### src/rtl/hazard_pkg.sv
// Shared types and constants for the pipeline hazard controller.
// Holds the mul/div tracker state enum, the default mul/div latencies,
// the register-zero constant, the control-bundle struct and a width helper.
package hazard_pkg;

    localparam int unsigned REG_W       = 5;
    localparam int unsigned PERF_W      = 32;
    localparam int unsigned MUL_LAT_DEF = 4;
    localparam int unsigned DIV_LAT_DEF = 32;

    localparam logic [REG_W-1:0] REG_ZERO = 5'd0;

    typedef enum logic {
        IDLE = 1'b0,
        BUSY = 1'b1
    } md_state_e;

    // Write-enable / flush bundle for the pipeline registers plus PC.
    typedef struct packed {
        logic pc_we;
        logic ifid_we;
        logic idex_we;
        logic exmem_we;
        logic memwb_we;
        logic ifid_flush;
        logic idex_flush;
        logic exmem_flush;
        logic memwb_flush;
    } pipe_ctrl_t;

    // Down-counter width for the longer of the two latencies.
    // The minimum is one bit so that a latency of 1 still yields a legal vector.
    function automatic int unsigned md_cnt_width(input int unsigned mul_lat,
                                                 input int unsigned div_lat);
        int unsigned m;
        m = (mul_lat > div_lat) ? mul_lat : div_lat;
        return (m > 1) ? $clog2(m) : 1;
    endfunction

endpackage

### src/rtl/pipe_hazard_ctrl_if.sv
// Hazard-controller bus: hazard sources from the pipeline, and the per-stage
// write-enable/flush controls, md_busy and perf counters going back.
// Modports: master = pipeline side, slave = hazard controller.
interface pipe_hazard_ctrl_if;
    import hazard_pkg::*;

    logic              flush_all;
    logic              mem_wait;
    logic              br_taken_ex;
    logic              ex_mem_read;
    logic [REG_W-1:0]  ex_rd;
    logic [REG_W-1:0]  id_rs;
    logic [REG_W-1:0]  id_rt;
    logic              id_uses_rs;
    logic              id_uses_rt;
    logic              id_hilo_dep;
    logic              md_start;
    logic              md_is_div;

    logic              pc_we;
    logic              ifid_we;
    logic              idex_we;
    logic              exmem_we;
    logic              memwb_we;
    logic              ifid_flush;
    logic              idex_flush;
    logic              exmem_flush;
    logic              memwb_flush;
    logic              md_busy;
    logic [PERF_W-1:0] stall_cycles;
    logic [PERF_W-1:0] flush_events;

    modport master (
        output flush_all, mem_wait, br_taken_ex, ex_mem_read, ex_rd,
               id_rs, id_rt, id_uses_rs, id_uses_rt, id_hilo_dep,
               md_start, md_is_div,
        input  pc_we, ifid_we, idex_we, exmem_we, memwb_we,
               ifid_flush, idex_flush, exmem_flush, memwb_flush,
               md_busy, stall_cycles, flush_events
    );

    modport slave (
        input  flush_all, mem_wait, br_taken_ex, ex_mem_read, ex_rd,
               id_rs, id_rt, id_uses_rs, id_uses_rt, id_hilo_dep,
               md_start, md_is_div,
        output pc_we, ifid_we, idex_we, exmem_we, memwb_we,
               ifid_flush, idex_flush, exmem_flush, memwb_flush,
               md_busy, stall_cycles, flush_events
    );

endinterface

### src/rtl/md_busy_tracker.sv
// Multiply/divide HI/LO busy tracker.
// A start loads LAT-1 into a down-counter and enters BUSY; BUSY lasts exactly
// LAT cycles. A start while BUSY restarts the count; force_idle_i wins over all.
// Ports: clk, rst (async, active-high), md_start_i (already qualified),
//        md_is_div_i, force_idle_i, md_busy_o (registered).
module md_busy_tracker
    import hazard_pkg::*;
#(
    parameter int unsigned MUL_LAT = MUL_LAT_DEF,
    parameter int unsigned DIV_LAT = DIV_LAT_DEF
) (
    input  logic clk,
    input  logic rst,
    input  logic md_start_i,
    input  logic md_is_div_i,
    input  logic force_idle_i,
    output logic md_busy_o
);

    localparam int unsigned CNT_W = md_cnt_width(MUL_LAT, DIV_LAT);

    md_state_e        state_q, state_d;
    logic [CNT_W-1:0] cnt_q, cnt_d;

    // State and counter registers.
    always_ff @(posedge clk or posedge rst) begin
        if (rst) begin
            state_q <= IDLE;
            cnt_q   <= '0;
        end else begin
            state_q <= state_d;
            cnt_q   <= cnt_d;
        end
    end

    // Next-state and counter logic.
    always_comb begin
        state_d = state_q;
        cnt_d   = cnt_q;
        unique case (state_q)
            IDLE: begin
                if (md_start_i) begin
                    state_d = BUSY;
                    cnt_d   = md_is_div_i ? CNT_W'(DIV_LAT - 1) : CNT_W'(MUL_LAT - 1);
                end
            end
            BUSY: begin
                if (md_start_i) begin
                    cnt_d = md_is_div_i ? CNT_W'(DIV_LAT - 1) : CNT_W'(MUL_LAT - 1);
                end else if (cnt_q == '0) begin
                    state_d = IDLE;
                end else begin
                    cnt_d = cnt_q - CNT_W'(1);
                end
            end
            default: begin
                state_d = IDLE;
                cnt_d   = '0;
            end
        endcase
        if (force_idle_i) begin
            state_d = IDLE;
            cnt_d   = '0;
        end
    end

    assign md_busy_o = (state_q == BUSY);

endmodule

### src/rtl/pipe_hazard_ctrl.sv
// Central stall/flush controller for the five-stage pipeline.
// Computes write-enable/flush for IF/ID, ID/EX, EX/MEM, MEM/WB and pc_we from
// flush_all > mem_wait > br_taken_ex > (load-use | mul/div) stall > normal.
// Ports: clk, rst (async, active-high), bus (pipe_hazard_ctrl_if.slave).
// Optional: HAZARD_PERF_EN enables the stall_cycles / flush_events counters;
// without it both read as zero and no counter flops exist.
module pipe_hazard_ctrl
    import hazard_pkg::*;
#(
    parameter int unsigned MUL_LAT = MUL_LAT_DEF,
    parameter int unsigned DIV_LAT = DIV_LAT_DEF
) (
    input  logic               clk,
    input  logic               rst,
    pipe_hazard_ctrl_if.slave  bus
);

    logic       load_use_c;
    logic       md_hazard_c;
    logic       stall_c;
    logic       md_start_c;
    logic       md_busy;
    pipe_ctrl_t ctrl_c;

    // Load in EX feeding a live source of the instruction in ID.
    assign load_use_c = bus.ex_mem_read && (bus.ex_rd != REG_ZERO) &&
                        ((bus.id_uses_rs && (bus.id_rs == bus.ex_rd)) ||
                         (bus.id_uses_rt && (bus.id_rt == bus.ex_rd)));

    assign md_hazard_c = bus.id_hilo_dep && (md_busy || bus.md_start);
    assign stall_c     = load_use_c || md_hazard_c;

    // A mul/div squashed by a branch or exception never occupies HI/LO.
    assign md_start_c = bus.md_start && !bus.br_taken_ex && !bus.flush_all;

    md_busy_tracker #(
        .MUL_LAT (MUL_LAT),
        .DIV_LAT (DIV_LAT)
    ) u_md_busy_tracker (
        .clk          (clk),
        .rst          (rst),
        .md_start_i   (md_start_c),
        .md_is_div_i  (bus.md_is_div),
        .force_idle_i (bus.flush_all),
        .md_busy_o    (md_busy)
    );

    // Priority mux for the pipeline-register controls.
    always_comb begin
        ctrl_c = '{pc_we: 1'b1, ifid_we: 1'b1, idex_we: 1'b1, exmem_we: 1'b1,
                   memwb_we: 1'b1, default: 1'b0};
        if (rst) begin
            ctrl_c = '0;
        end else if (bus.flush_all) begin
            ctrl_c.ifid_flush  = 1'b1;
            ctrl_c.idex_flush  = 1'b1;
            ctrl_c.exmem_flush = 1'b1;
        end else if (bus.mem_wait) begin
            ctrl_c = '0;
        end else if (bus.br_taken_ex) begin
            ctrl_c.ifid_flush = 1'b1;
            ctrl_c.idex_flush = 1'b1;
        end else if (stall_c) begin
            // Hold PC and IF/ID, push a bubble into ID/EX.
            ctrl_c.pc_we      = 1'b0;
            ctrl_c.ifid_we    = 1'b0;
            ctrl_c.idex_flush = 1'b1;
        end
    end

    assign bus.pc_we       = ctrl_c.pc_we;
    assign bus.ifid_we     = ctrl_c.ifid_we;
    assign bus.idex_we     = ctrl_c.idex_we;
    assign bus.exmem_we    = ctrl_c.exmem_we;
    assign bus.memwb_we    = ctrl_c.memwb_we;
    assign bus.ifid_flush  = ctrl_c.ifid_flush;
    assign bus.idex_flush  = ctrl_c.idex_flush;
    assign bus.exmem_flush = ctrl_c.exmem_flush;
    assign bus.memwb_flush = ctrl_c.memwb_flush;
    assign bus.md_busy     = md_busy;

`ifdef HAZARD_PERF_EN
    logic              stall_evt_c;
    logic              flush_evt_c;
    logic [PERF_W-1:0] stall_cycles_q, stall_cycles_d;
    logic [PERF_W-1:0] flush_events_q, flush_events_d;

    // Count only events that actually take effect after prioritisation.
    always_comb begin
        stall_evt_c    = !bus.flush_all &&
                         (bus.mem_wait || (!bus.br_taken_ex && stall_c));
        flush_evt_c    = bus.flush_all || (!bus.mem_wait && bus.br_taken_ex);
        stall_cycles_d = stall_cycles_q + PERF_W'(stall_evt_c);
        flush_events_d = flush_events_q + PERF_W'(flush_evt_c);
    end

    // Wrapping performance counters.
    always_ff @(posedge clk or posedge rst) begin
        if (rst) begin
            stall_cycles_q <= '0;
            flush_events_q <= '0;
        end else begin
            stall_cycles_q <= stall_cycles_d;
            flush_events_q <= flush_events_d;
        end
    end

    assign bus.stall_cycles = stall_cycles_q;
    assign bus.flush_events = flush_events_q;
`else
    assign bus.stall_cycles = '0;
    assign bus.flush_events = '0;
`endif

endmodule

### src/flat_wrapper.sv
// flat-port wrapper written by rule: the top's interface ports become plain ports
module pipe_hazard_ctrl_flat import hazard_pkg::*;
#(
    parameter int unsigned MUL_LAT = MUL_LAT_DEF,
    parameter int unsigned DIV_LAT = DIV_LAT_DEF
)
  (clk, rst, bus_flush_all, bus_mem_wait, bus_br_taken_ex, bus_ex_mem_read, bus_ex_rd, bus_id_rs, bus_id_rt, bus_id_uses_rs, bus_id_uses_rt, bus_id_hilo_dep, bus_md_start, bus_md_is_div, bus_pc_we, bus_ifid_we, bus_idex_we, bus_exmem_we, bus_memwb_we, bus_ifid_flush, bus_idex_flush, bus_exmem_flush, bus_memwb_flush, bus_md_busy, bus_stall_cycles, bus_flush_events);
  pipe_hazard_ctrl_if bus_i ();
  input  logic clk;
  input  logic rst;
  input wire logic [$bits(bus_i.flush_all)-1:0] bus_flush_all;
  input wire logic [$bits(bus_i.mem_wait)-1:0] bus_mem_wait;
  input wire logic [$bits(bus_i.br_taken_ex)-1:0] bus_br_taken_ex;
  input wire logic [$bits(bus_i.ex_mem_read)-1:0] bus_ex_mem_read;
  input wire logic [$bits(bus_i.ex_rd)-1:0] bus_ex_rd;
  input wire logic [$bits(bus_i.id_rs)-1:0] bus_id_rs;
  input wire logic [$bits(bus_i.id_rt)-1:0] bus_id_rt;
  input wire logic [$bits(bus_i.id_uses_rs)-1:0] bus_id_uses_rs;
  input wire logic [$bits(bus_i.id_uses_rt)-1:0] bus_id_uses_rt;
  input wire logic [$bits(bus_i.id_hilo_dep)-1:0] bus_id_hilo_dep;
  input wire logic [$bits(bus_i.md_start)-1:0] bus_md_start;
  input wire logic [$bits(bus_i.md_is_div)-1:0] bus_md_is_div;
  output wire logic [$bits(bus_i.pc_we)-1:0] bus_pc_we;
  output wire logic [$bits(bus_i.ifid_we)-1:0] bus_ifid_we;
  output wire logic [$bits(bus_i.idex_we)-1:0] bus_idex_we;
  output wire logic [$bits(bus_i.exmem_we)-1:0] bus_exmem_we;
  output wire logic [$bits(bus_i.memwb_we)-1:0] bus_memwb_we;
  output wire logic [$bits(bus_i.ifid_flush)-1:0] bus_ifid_flush;
  output wire logic [$bits(bus_i.idex_flush)-1:0] bus_idex_flush;
  output wire logic [$bits(bus_i.exmem_flush)-1:0] bus_exmem_flush;
  output wire logic [$bits(bus_i.memwb_flush)-1:0] bus_memwb_flush;
  output wire logic [$bits(bus_i.md_busy)-1:0] bus_md_busy;
  output wire logic [$bits(bus_i.stall_cycles)-1:0] bus_stall_cycles;
  output wire logic [$bits(bus_i.flush_events)-1:0] bus_flush_events;
  assign bus_i.flush_all = bus_flush_all;
  assign bus_i.mem_wait = bus_mem_wait;
  assign bus_i.br_taken_ex = bus_br_taken_ex;
  assign bus_i.ex_mem_read = bus_ex_mem_read;
  assign bus_i.ex_rd = bus_ex_rd;
  assign bus_i.id_rs = bus_id_rs;
  assign bus_i.id_rt = bus_id_rt;
  assign bus_i.id_uses_rs = bus_id_uses_rs;
  assign bus_i.id_uses_rt = bus_id_uses_rt;
  assign bus_i.id_hilo_dep = bus_id_hilo_dep;
  assign bus_i.md_start = bus_md_start;
  assign bus_i.md_is_div = bus_md_is_div;
  assign bus_pc_we = bus_i.pc_we;
  assign bus_ifid_we = bus_i.ifid_we;
  assign bus_idex_we = bus_i.idex_we;
  assign bus_exmem_we = bus_i.exmem_we;
  assign bus_memwb_we = bus_i.memwb_we;
  assign bus_ifid_flush = bus_i.ifid_flush;
  assign bus_idex_flush = bus_i.idex_flush;
  assign bus_exmem_flush = bus_i.exmem_flush;
  assign bus_memwb_flush = bus_i.memwb_flush;
  assign bus_md_busy = bus_i.md_busy;
  assign bus_stall_cycles = bus_i.stall_cycles;
  assign bus_flush_events = bus_i.flush_events;
  pipe_hazard_ctrl #(.MUL_LAT(MUL_LAT), .DIV_LAT(DIV_LAT)) u_core (.clk(clk), .rst(rst), .bus(bus_i));
endmodule
### config.mk
export PLATFORM = sky130hd
export DESIGN_NAME = pipe_hazard_ctrl_flat
export DESIGN_NICKNAME = d
export VERILOG_FILES = /design/src/rtl/hazard_pkg.sv /design/src/rtl/pipe_hazard_ctrl_if.sv /design/src/rtl/md_busy_tracker.sv /design/src/rtl/pipe_hazard_ctrl.sv /design/src/flat_wrapper.sv
export SDC_FILE = /design/constraint.sdc
export NUM_CORES = 1
export LEC_CHECK = 0
export ABC_AREA = 1
export CAP_MARGIN = 10
export CORE_MARGIN = 8
export CORE_UTILIZATION = 35
export DETAILED_ROUTE_END_ITERATION = 10
export PLACE_DENSITY = 0.93
export SYNTH_ARGS = -nofsm -noshare
export SYNTH_HDL_FRONTEND = slang
export SYNTH_SLANG_ARGS = --single-unit
### constraint.sdc
create_clock -name clk -period 2.55 [get_ports clk]
set_input_delay 0.3825 -clock clk [delete_from_list [all_inputs] [get_ports clk]]
set_output_delay 0.3825 -clock clk [all_outputs]
set_load 0.01 [all_outputs]
==> flow_summary.ini, run 1 <==
[status]
status = finished, final reports clean

[grt]
met2_usage = 0.167
grt_max_degree = 9
overflow = 0
busiest_layer = met2
grt_pass1_wl_um = 3800
antenna_found_initial = 0
grt_use_met1 = 0.0834
met3_usage = 0.0121
grt_pass1_vias = 983
grt_util_all_layers = 0.0875

[place]
place.gp.congestion = 0.898
place_ws_ps = 58.6
dpl.hpwl_um = 2380
portBuffers = 34

[clock_network]
clockBufferDepth = 2
htree_levels = 1
cts_setup_buffers = 0
numCtsBuffers = 3
cts_tree = done
cts_hold_buffers = 0
root_buffer = clkbuf_4
clk_pin_slew_ps = 50
numClockSinks = 6
clk_latency_ps = 250

[yosys]
ys_seq_elements = 6
synth_area_sq_um = 1180
yosys_most_used_dff = dfrtp_1
yosys.cell_types.count = 24
synth_edf_count = 0
ys_seq_area_frac = 0.128
async_reset_ff_frac = 1.00
syn_inst = 180
avgSynthCellArea_sq_um = 6.54
ys_warn_count = 0

[worst_setup_path]
cp.required_ps = 2170
end_kind = output port
slowest_delay_ps = 540
startpoint_type = primary input
r2r_cells = 7
crit_chain = clkdlybuf4s50_1 > inv_1 > a21oi_1 > inv_1 > nor2_1 > clkdlybuf4s50_1
crit_fanout = 5
cp_slowest_cell = clkdlybuf4s50_1
critPathKind = in -> out
crit_arrival_ps = 1860

[detailed_routing]
viasPerCell = 3.78
drc = 0
final_antenna_net_count = 0
wire_per_inst_um = 10.0
drtIter0Drc = 44
routed_wirelength_um = 2620
first_pass_iters = 4
vias = 987

[layout]
antennaDiodeCount = 0
multi_input_area_sq_um = 669
seqCellArea_sq_um = 150
layout.nets = 245
syn_to_final_growth_pct = 14.7
n_fill_cell = 344
post-route-util = 0.411
drive_gt1_frac = 0.0744

[sta]
finalHoldViolCount = 0
layout_min_cycle_time_ps = 2240
rsz0062_at_grt = no
slew_violations = 0
setup_viol = 0
max_freq_mhz = 446
period_share = 0.878
timing.setup.tns_ps = 0
skew_ps = 2.36
worst_slack_ps = 310

[floorplan]
core-area_sq_um = 3280
num_rows = 21
fp.dieH_um = 74
initial_core_util = 0.358
die_area_sq_um = 5480
die_x_um = 74
num_io_pins = 100

[power_and_ir_drop]
ir_drop_v = 0.0000962
power.total_mw = 0.391
power_density_nw_per_um2 = 290
leakage_nw = 0.819

[hold_path]
worst_hold_path_type = in -> async

[flow_run]
max_cap_violations = 0
-- cells by family (layout without fill, tap and decap cells) --
family,after synthesis,in the layout,share of synthesized area
AO/OA/AOI/OAI,14,14,0.0818
flip-flops,6,6,0.128
other,1,65,0.00319
AND/OR/NAND/NOR,63,63,0.236
buffers and inverters,91,62,0.508
adder cells (fa/ha/maj),2,2,0.0213
XOR/XNOR,3,3,0.0223
-- layout make-up --
cell class / instances / area share
Clock buffer: 3 / 0.0167
Multi-Input combinational cell: 147 / 0.496
Inverter: 23 / 0.0649
Sequential cell: 6 / 0.111
Tap cell: 46 / 0.0426
Timing Repair Buffer: 36 / 0.269
-- state kept, by name, summed over array words and instances (netlist names) --
| register | flops |
|---|---|
| u_core.u_md_busy_tracker.cnt_q | 5 |
| u_core.u_md_busy_tracker.md_busy_o | 1 |
-- cells in the final DEF (no fill, tap or decap), drive strengths merged, types with 2 or more instances in the layout --
master         synthesis  layout
conb                   1      65
nand2                 39      39
clkdlybuf4s50          0      31
inv                   22      22
nor2                  13      13
o21ai                 10      10
nand3                  7       7
dfrtp                  6       6
xor2                   3       3
clkbuf                 0       3
dlymetal6s2s           0       3
a21oi                  3       3
ha                     2       2
buf                   68       2
-- metrics by stage --
stage	hold WS, ps	instances	instance area (sq um)
2_1_floorplan	173	244	1420
3_3_place_gp	567	258	1320
3_5_place_dp	564	258	1320
4_1_cts	440	261	1340
5_1_grt	467	261	1350
6_report	438	261	1350
-- metal layers --
layer | wire [um] | up-vias
met4 | 84 | 0
li1 | - | 489
met5 | 0 | -
met3 | 336 | 6
met1 | 919 | 423
met2 | 1280 | 69
-- synth_stat cells, types with 2 or more instances --
| cell | instances | area [sq um] |
|---|---|---|
| o21ai_2 | 2 | 17.5 |
| buf_4 | 68 | 510 |
| nand2_2 | 2 | 12.5 |
| dfrtp_1 | 6 | 150 |
| ha_1 | 2 | 25.0 |
| o21ai_0 | 5 | 25.0 |
| nor2_1 | 11 | 41.3 |
| xor2_1 | 3 | 26.3 |
| o21ai_1 | 3 | 15.0 |
| a21oi_1 | 2 | 10.0 |
| nand3_1 | 7 | 35.0 |
| nand2_1 | 36 | 135 |
| inv_1 | 22 | 82.6 |
-- final timing paths --
path	startpoint	end	slack, ps
min in group clk	u_core.u_md_busy_tracker.cnt_q[1]$_DFFE_PP0P_	u_core.u_md_busy_tracker.cnt_q[1]$_DFFE_PP0P_	580
worst max-delay path	bus_flush_all	bus_ifid_flush	310
worst min register to register	u_core.u_md_busy_tracker.cnt_q[1]$_DFFE_PP0P_	u_core.u_md_busy_tracker.cnt_q[1]$_DFFE_PP0P_	580
max in group asynchronous	rst	u_core.u_md_busy_tracker.cnt_q[2]$_DFFE_PP0P_	1920
worst min-delay path	rst	u_core.u_md_busy_tracker.md_busy_o$_DFF_PP0_	440
worst max register to register	u_core.u_md_busy_tracker.cnt_q[0]$_DFFE_PP0P_	u_core.u_md_busy_tracker.cnt_q[0]$_DFFE_PP0P_	1180
-- where the power goes --
group | leakage (nW) | internal [mW] | switching (mW)
registers | 0.0817 | 0.101 | 0.00605
logic | 0.723 | 0.0791 | 0.114
clock network | 0.0138 | 0.0534 | 0.0373
total | 0.819 | 0.234 | 0.157
-- worst max-delay path, delay by kind of cell --
kind                   cells  cell delay, ps
buffers and inverters      4            1200
AOI/OAI and AO/OA          1             190
and+or+nand+nor            1              90
-- repair_timing --
item	4_1_cts	5_1_grt
endpoints found under the setup margin	0	3
hold endpoints to repair	0	0
gates resized for setup	0	3
Note: power is estimated with default switching activity, not from simulation.
==> inputs of run 2 (changes only) <==
SETUP_SLACK_MARGIN = 0.02   (was default)
==> results of run 2 <==
No change in the layout: final DEF, timing and power equal those of run 1.
==> inputs of run 3 (changes only) <==
CORE_MARGIN = 2   (was 8)
==> run 3 against run 2 <==
Effect of this change: hold slack worse by 12 ps; via count down 1.0%; highest routed layer unchanged; non-clock buffer count unchanged; fmax down 1.2%; sequential power about the same; largest power group unchanged.
==> flow_summary.ini, run 3 (synthesis gave the netlist of run 1 again) <==
[status]
status = finished, final reports clean

[clock_network]
cts_hold_buffers = 0
numClockSinks = 6
htree_levels = 1
cts_tree = done
clockBufferDepth = 2
cts_setup_buffers = 0
numCtsBuffers = 3
post_cts_resized = 0
clk_pin_slew_ps = 50
root_buffer = clkbuf_4
clk_latency_ps = 250

[worst_setup_path]
crit_fanout = 5
end_kind = output port
crit_arrival_ps = 1890
crit_chain = clkdlybuf4s50_1 > inv_1 > a21oi_1 > inv_1 > nor2_1 > clkdlybuf4s50_1
startpoint_type = primary input
critPathKind = in -> out
cp_slowest_cell = clkdlybuf4s50_1
r2r_cells = 7
reg2reg_slack_ps = 1200
slowest_delay_ps = 530
cp.required_ps = 2170

[layout]
seqCellArea_sq_um = 150
top_register = u_core.u_md_busy_tracker.cnt_q
drive_gt1_frac = 0.0744
layout_commonest_cell = conb_1
antennaDiodeCount = 0
multi_input_area_sq_um = 669
largest_reg_flops = 5
post-route-util = 0.411
layout.nets = 245
n_fill_cell = 350
syn_to_final_growth_pct = 14.7
layout_common_cells = conb_1, nand2_1, clkdlybuf4s50_1
final_cell_count_no_fill = 261

[grt]
grt_pass1_wl_um = 3280
overflow = 0
grt_pass1_vias = 799
grt_max_degree = 9
grt_util_all_layers = 0.114
antenna_found_initial = 0

[detailed_routing]
routed_wirelength_um = 2230
drc = 0
final_antenna_net_count = 0
viasPerCell = 3.74
wire_per_inst_um = 8.55
first_pass_iters = 4
vias = 977
drtIter0Drc = 40

[sta]
finalHoldViolCount = 0
layout_min_cycle_time_ps = 2270
max_freq_mhz = 441
rsz0062_at_grt = no
slew_violations = 0
skew_ps = 1.52
worst_slack_ps = 282
setup_viol = 0
timing.setup.tns_ps = 0
period_share = 0.889

[place]
place_inst = 258
place_ws_ps = 40.9
dpl.hpwl_um = 1920
place.gp.congestion = 0.904
portBuffers = 34

[hold_path]
worst_hold_path_type = in -> async

[floorplan]
fp.dieH_um = 62
die_area_sq_um = 3840
num_rows = 21
initial_core_util = 0.358
num_io_pins = 100
core-area_sq_um = 3280
die_x_um = 62

[power_and_ir_drop]
power_density_nw_per_um2 = 288
leakage_nw = 0.819
ir_drop_v = 0.0000782

[flow_run]
max_cap_violations = 0
==> run 3: final cells by class <==
cell class              instances  share of cell area
inverters                      23              0.0649
well taps                      46              0.0426
repair buffers                 36               0.269
clock buffers                   3              0.0167
multi-input cells             147               0.496
flip-flops and latches          6               0.111
==> run 3: worst paths after layout <==
path	start	endpoint
max	bus_flush_all	bus_ifid_flush
min	rst	u_core.u_md_busy_tracker.cnt_q[3]$_DFFE_PP0P_
max reg2reg	u_core.u_md_busy_tracker.cnt_q[0]$_DFFE_PP0P_	u_core.u_md_busy_tracker.cnt_q[1]$_DFFE_PP0P_
min reg2reg	u_core.u_md_busy_tracker.cnt_q[0]$_DFFE_PP0P_	u_core.u_md_busy_tracker.cnt_q[0]$_DFFE_PP0P_
max in group asynchronous	rst	u_core.u_md_busy_tracker.cnt_q[0]$_DFFE_PP0P_
min in group clk	u_core.u_md_busy_tracker.cnt_q[0]$_DFFE_PP0P_	u_core.u_md_busy_tracker.cnt_q[0]$_DFFE_PP0P_
==> run 3: where the power goes <==
part / switching [mW] / internal [mW]
logic: 0.112 / 0.0791
registers: 0.00639 / 0.101
clock network: 0.0364 / 0.0534
total: 0.155 / 0.234
==> run 3: stage by stage <==
stage | hold slack (ps) | cell area [sq um] | power, mW
2_1_floorplan | 173 | 1420 | 0.299
6_report | 426 | 1350 | 0.389
3_3_place_gp | 567 | 1320 | 0.293
4_1_cts | 423 | 1340 | 0.392
5_1_grt | 420 | 1350 | 0.424
3_5_place_dp | 572 | 1320 | 0.298
==> run 3: per-layer routing <==
layer	vias up	global-route usage	routed length (um)
li1	482	-	-
met1	434	0.106	769
met2	59	0.243	1250
met3	2	0.0228	196
met4	0	0.0274	13
met5	-	0	0
==> run 3: worst max-delay path: cells and delay by family <==
kind / cells / cell delay [ps]
AOI/OAI and AO/OA: 1 / 220
and+or+nand+nor: 1 / 90
buffers and inverters: 4 / 1190
